**src/rtl/mac_rx_hdr_buffer.sv**
```systemverilog
// Ethernet II header capture stage behind the MAC RX FIFO.
// Latches the 14 header bytes, offers them on a header handshake, then passes payload bytes straight through.
module mac_rx_hdr_buffer #(
   parameter int HDR_BYTES = 14,
   parameter int CNT_W     = 16
) (
   input  logic             clk,
   input  logic             rst_n,
   input  logic             in_valid,
   input  logic [7:0]       in_data,
   input  logic             in_last,
   output logic             in_ready,
   output logic             hdr_valid,
   input  logic             hdr_ready,
   output logic [47:0]      hdr_dst_mac,
   output logic [47:0]      hdr_src_mac,
   output logic [15:0]      hdr_ethertype,
   output logic             hdr_has_payload,
   output logic             pl_valid,
   output logic [7:0]       pl_data,
   output logic             pl_last,
   input  logic             pl_ready,
   output logic             runt_err,
   output logic [CNT_W-1:0] runt_cnt
);

   typedef enum logic [1:0] {HDR, HDR_OUT, PAYLOAD} state_t;

   localparam logic [3:0] HDR_LAST = 4'(HDR_BYTES - 1);

   state_t           state_reg, state_next;
   logic [3:0]       hdr_idx_reg, hdr_idx_next;
   logic [7:0]       hdr_byte_reg [HDR_BYTES];
   logic             has_pl_reg, has_pl_next;
   logic             runt_err_reg, runt_err_next;
   logic [CNT_W-1:0] runt_cnt_reg, runt_cnt_next;
   logic             in_ready_c;
   logic             hdr_wr;

   always_ff @(posedge clk or negedge rst_n) begin
      if (!rst_n) begin
         state_reg    <= HDR;
         hdr_idx_reg  <= '0;
         has_pl_reg   <= 1'b0;
         runt_err_reg <= 1'b0;
         runt_cnt_reg <= '0;
      end else begin
         state_reg    <= state_next;
         hdr_idx_reg  <= hdr_idx_next;
         has_pl_reg   <= has_pl_next;
         runt_err_reg <= runt_err_next;
         runt_cnt_reg <= runt_cnt_next;
      end
   end

   // Header bytes are written in place, so fields keep their value until the next capture.
   always_ff @(posedge clk or negedge rst_n) begin
      if (!rst_n) begin
         for (int i = 0; i < HDR_BYTES; i++) hdr_byte_reg[i] <= '0;
      end else if (hdr_wr) begin
         for (int i = 0; i < HDR_BYTES; i++)
            if (hdr_idx_reg == 4'(i)) hdr_byte_reg[i] <= in_data;
      end
   end

   always_comb begin
      state_next    = state_reg;
      hdr_idx_next  = hdr_idx_reg;
      has_pl_next   = has_pl_reg;
      runt_err_next = 1'b0;
      runt_cnt_next = runt_cnt_reg;
      in_ready_c    = 1'b0;
      hdr_valid     = 1'b0;
      pl_valid      = 1'b0;
      pl_data       = '0;
      pl_last       = 1'b0;
      hdr_wr        = 1'b0;
      case (state_reg)
         HDR: begin
            in_ready_c = 1'b1;
            if (in_valid) begin
               hdr_wr = 1'b1;
               if (hdr_idx_reg == HDR_LAST) begin
                  state_next   = HDR_OUT;
                  has_pl_next  = !in_last;
                  hdr_idx_next = '0;
               end else if (in_last) begin
                  runt_err_next = 1'b1;
                  if (runt_cnt_reg != '1) runt_cnt_next = runt_cnt_reg + 1'b1;
                  hdr_idx_next  = '0;
               end else begin
                  hdr_idx_next = hdr_idx_reg + 4'd1;
               end
            end
         end
         HDR_OUT: begin
            hdr_valid = 1'b1;
            if (hdr_ready) state_next = has_pl_reg ? PAYLOAD : HDR;
         end
         PAYLOAD: begin
            pl_valid   = in_valid;
            pl_data    = in_data;
            pl_last    = in_last;
            in_ready_c = pl_ready;
            if (in_valid && pl_ready && in_last) state_next = HDR;
         end
         default: state_next = HDR;
      endcase
   end

   // Held low while rst_n is asserted so the FIFO sees no acceptance during reset.
   assign in_ready        = in_ready_c & rst_n;
   assign hdr_has_payload = has_pl_reg;
   assign runt_err        = runt_err_reg;
   assign runt_cnt        = runt_cnt_reg;
   assign hdr_ethertype   = {hdr_byte_reg[12], hdr_byte_reg[13]};

   generate
      for (genvar gi = 0; gi < 6; gi++) begin : g_mac
         assign hdr_dst_mac[47-8*gi -: 8] = hdr_byte_reg[gi];
         assign hdr_src_mac[47-8*gi -: 8] = hdr_byte_reg[6+gi];
      end
   endgenerate

endmodule

```
**config.mk**
```make
export PLATFORM = sky130hd
export DESIGN_NAME = mac_rx_hdr_buffer
export DESIGN_NICKNAME = d
export VERILOG_FILES = /design/src/rtl/mac_rx_hdr_buffer.sv
export SDC_FILE = /design/constraint.sdc
export NUM_CORES = 1
export LEC_CHECK = 0
export ABC_AREA = 1
export BUFFER_PORTS_ARGS = -buffer_cell sky130_fd_sc_hd__buf_2
export CAP_MARGIN = 20
export CORE_MARGIN = 2
export CORE_UTILIZATION = 34
export CTS_CLUSTER_SIZE = 16
export DETAILED_ROUTE_END_ITERATION = 10
export GPL_TIMING_DRIVEN = 0
export SLEW_MARGIN = 20
export SYNTH_ARGS = -nofsm -noshare
export SYNTH_HDL_FRONTEND = slang
export SYNTH_SLANG_ARGS = --single-unit
```
**constraint.sdc**
```tcl
create_clock -name clk -period 3.6 [get_ports clk]
set_clock_uncertainty 0.15 [all_clocks]
set_input_delay 0.54 -clock clk [delete_from_list [all_inputs] [get_ports clk]]
set_output_delay 0.54 -clock clk [all_outputs]
set_load 0.01 [all_outputs]
```
Word level (Yosys, flattened, before mapping)
Index checks and enable logic that the tools add are counted.
{ "word_totals": {"elab_cells": 85, "register_bits": 136} }
{ "classes": {"bitwise": 2, "eq_ne": 20, "addsub": 2, "n_reduce_logical": 23, "n_mux": 19} }
{ "op_table": {"columns": ["cell", "n"], "rows": [
  ["2-bit AND reduction", 15],
  ["4-bit == test, second input constant", 6],
  ["16-bit by 1-bit adder with 16-bit output, second input constant", 1],
  ["4-bit by 3-bit == test with 1-bit output, second input constant", 4],
  ["16-bit != test, second input constant", 1],
  ["2-bit 2-to-1 mux", 5],
  ["1-bit 2-to-1 mux", 9],
  ["4-bit by 2-bit == test with 1-bit output, second input constant", 2],
  ["4-bit 2-to-1 mux", 2],
  ["8-bit 2-to-1 mux", 1],
  ["2-bit != test, second input constant", 4],
  ["2-bit one-hot mux with 3 select lines", 1],
  ["5-bit AND reduction", 1],
  ["4-bit by 1-bit adder with 4-bit output, second input constant", 1],
  ["4-bit by 1-bit == test with 1-bit output, second input constant", 1],
  ["4-bit zero test", 1],
  ["4-bit AND reduction", 1],
  ["3-bit AND reduction", 1],
  ["2-bit by 1-bit == test with 1-bit output, second input constant", 1],
  ["2-bit == test, second input constant", 1],
  ["1-bit logical AND", 2],
  ["2-bit zero test", 1],
  ["1-bit one-hot mux with 2 select lines", 1],
  ["1-bit AND", 1],
  ["other kinds (2)", 2]
]} }

Depth between registers and ports, before layout
{ "logic_depth": {"ltp_word": 4, "ltp_mapped": 10, "mapped_depth_nobuf": 9} }

Least setup slack after synthesis
No wires, ideal clock.
{ "synth_path": {"path_kind": "input to output", "startpoint": "input in_data[6]", "endpoint": "output pl_data[6]", "n_path_buf": 1, "setup_slack_ns": 1.773, "t_required_ns": 2.910, "stages": 3, "arrival_time_ns": 1.137, "cell_sequence": "inv_1 -> buf_1 -> nor2_1"} }
{ "synth_via": {"elab_chain_len": 1} }
{ "synth_rtl": {"columns": ["item", "line", "text"], "rows": [
  ["start: declaration", "10", "input logic [7:0] in_data,"],
  ["8-bit 2-to-1 mux", "78", "case (state_reg)"],
  ["end: declaration", "20", "output logic [7:0] pl_data,"]
]} }
Every way passes these cells.

Worst setup path after layout
{ "layout_path": {"startpoint": "input rst_n", "endpoint": "output in_ready"} }
{ "layout_via": {"elab_chain_len": 1} }
{ "layout_rtl": {"columns": ["item", "line", "text"], "rows": [
  ["start: declaration", "8", "input logic rst_n,"],
  ["1-bit AND", "112", "assign in_ready = in_ready_c & rst_n;"],
  ["end: declaration", "12", "output logic in_ready,"]
]} }
Every way passes these cells.

==> metrics <==
Final period util=0.7407; setup bufs post-CTS=0; PostCTS Resize Cnt=0; CP Launch Type=input port; Die W=around 130 um; drt initial violations=~290; share of cells above drive strength 1=0.3014; Crit Path Class=in2out; critical path data arrival time=a little under 2000 ps; H-tree depth=4; drt wl/cell=15.52 um; max frequency=375.0 MHz; Top Ports=around 160; min Tclk post-route=2666 ps; CP Buf/Inv Count=3; Pwr Density=833.9 mW/mm^2; Overall Global Routing Usage=0.1796; port bufs=~160; final instance area=0.007466 mm^2; leakage=between 3 and 4 nW; area growth from synthesis to layout=29.07%; cells along the critical path=dlygate4sd3_1 > buf_8 > o21ai_0 > nor2_1 > buf_2; Sinks on Clock Net=roughly 140; fin. max-slew vios=0; number of nets in the layout=roughly 800; Core ar.=approximately 0.017 mm^2; syn_nets=between 600 and 700; FF+latch area=~0.0034 mm^2; number of global-route vias before repair=4452; max cap viols=0; type of element capturing the critical path=output pin; multi-input logic area=0.002088 mm^2; CP max-delay cell=dlygate4sd3_1; cell family with most CP delay=buffers and inverters; GPL Wtd Cong=0.7984; clock-pin slew on the worst setup and hold paths=roughly 50 ps; Netlist cell types=32; Avg Inst Size Synth=~9.5 um^2; post-synthesis cell area=just under 0.006 mm^2; Worst-Skew Late Latency=about 410 ps; status=completed; fillcell total=approximately 1700; largest fanout on the critical path=between 70 and 80; Final ANT Viol Nets=0; DRT Wirelength=15720 um; Initial DRT Pass Iterations=5; largest net degree at the start of global routing=roughly 70; Seq/Total Area, Yosys=0.5884; global-route wire length before repair=24780 um; Peak VDD IR=0.3673 mV; RSZ-0062 raised after global routing=false; Slew @ Worst Pin=between 800 and 900 ps; largest area contributor in the netlist=dfrtp_1; HPWL Detailed=between 10000 and 15000 um; Initial Util=0.3488; most common cell after layout, fill and taps aside=buf_2; TritonCTS clock tree=built; Post-DP Area=~0.0069 mm^2; Final Setup Violations=0; Critical Path RT=about 2900 ps; Vias per Instance=about 4.7; total power=between 6 and 7 mW; Rel. slew slack=0.4243; n_diodes=0; Worst path max stage delay=between 500 and 600 ps; Die Ht=between 100 and 150 um; row cnt=47; Root Driver=clkbuf_16; Via Count=around 4700; worst min path class=in2reg; post-synth top area share=0.5884; Die Area=between 0.015 and 0.02 mm^2; Area contributors post-synth=dfrtp_1, nand2_1, nor2_1; most frequent cells in the layout=buf_2, nand2_1, dfrtp_1; gr ovfl total=0; Final Hold Fails=0; warnings from Yosys=0; Post-Syn Instances=607; #FFs+latches synth=around 140; DRC=0; clock buffer depth=2; Hold Buf Count CTS=1; Num CTS Buffers=17; initial antenna violation count=0
## routing by layer
metal | up-vias | routed length [um] | track usage | share of wire
met5 | - | 0 | 0 | 0
met3 | 19 | 928 | 0.04497 | 0.059
met1 | 2278 | 7350 | 0.2510 | 0.47
met4 | 0 | 223 | 0.06199 | 0.014
li1 | 2314 | - | - | -
met2 | 131 | 7218 | 0.2724 | 0.46
## path summary, 6_finish.rpt
path,start,to,slack [ps],depth (start not counted)
max in group asynchronous,rst_n,hdr_dst_mac[7]$_DFFE_PN0P_,2040,3
worst max register to register,runt_cnt[0]$_DFFE_PN0P_,runt_cnt[12]$_DFFE_PN0P_,1480,8
min in group asynchronous,rst_n,hdr_dst_mac[24]$_DFFE_PN0P_,530,2
worst min-delay path,in_last,hdr_has_payload$_DFFE_PN0P_,220,2
worst max-delay path,rst_n,in_ready,930,5
worst min register to register,hdr_dst_mac[24]$_DFFE_PN0P_,hdr_dst_mac[24]$_DFFE_PN0P_,330,2
## kinds of logic (layout without fill, tap and decap cells)
logic type | Yosys count | in the layout | share of synthesized area
simple gates | 274 | 274 | 0.2222
compound gates | 127 | 127 | 0.1190
buf+inv | 59 | 245 | 0.05062
fa+ha+maj | 5 | 5 | 0.01082
flops | 136 | 136 | 0.5884
xor+xnor | 6 | 6 | 0.009085
## where the power goes
part	internal [mW]	switching (mW)
clock	1.11	0.635
combinational	0.811	1.20
sequential	2.12	0.350
total	4.04	2.18
## cell type report
class,instances,share of cell area
multi-input combinational,412,0.2797
tap,220,0.03687
clock inverter,8,0.01642
buffer,25,0.02212
inverter,34,0.01709
clock buffer,21,0.06167
sequential,136,0.4558
timing repair buffer,157,0.1103
## stage by stage
stage               setup TNS (ps)  utilization  setup WS [ps]  hold WS (ps)  instances
finish                           0       0.4502          933.6         217.3       1013
global route                     0       0.4502          703.2         243.1       1013
CTS                              0       0.4502          870.3         204.6       1013
detailed placement               0       0.4144           1085         321.4        983
global placement            -30090       0.4122         -705.7         312.5        982
floorplan                        0            -           1773         94.41        607
## Yosys cell counts (all sizes together)
| master | n |
|---|---|
| nor3b | 1 |
| o211ai | 1 |
| nor2 | 106 |
| xnor2 | 5 |
| o21ai | 58 |
| clkinv | 1 |
| ha | 5 |
| o22ai | 1 |
| a21oi | 67 |
| nand3 | 10 |
| inv | 33 |
| buf | 20 |
| clkbuf | 5 |
| nor3 | 4 |
| dfrtp | 136 |
| xor2 | 1 |
| nand4 | 9 |
| nand2 | 144 |
## worst register-to-register path, delay by kind of cell (launching register included)
kind / cells / cell delay (ps)
flops: 1 / 440
fa+ha+maj: 1 / 290
simple gates: 4 / 420
compound gates: 1 / 330
buf+inv: 2 / 430
No activity file was read; power rests on OpenSTA's default activity.
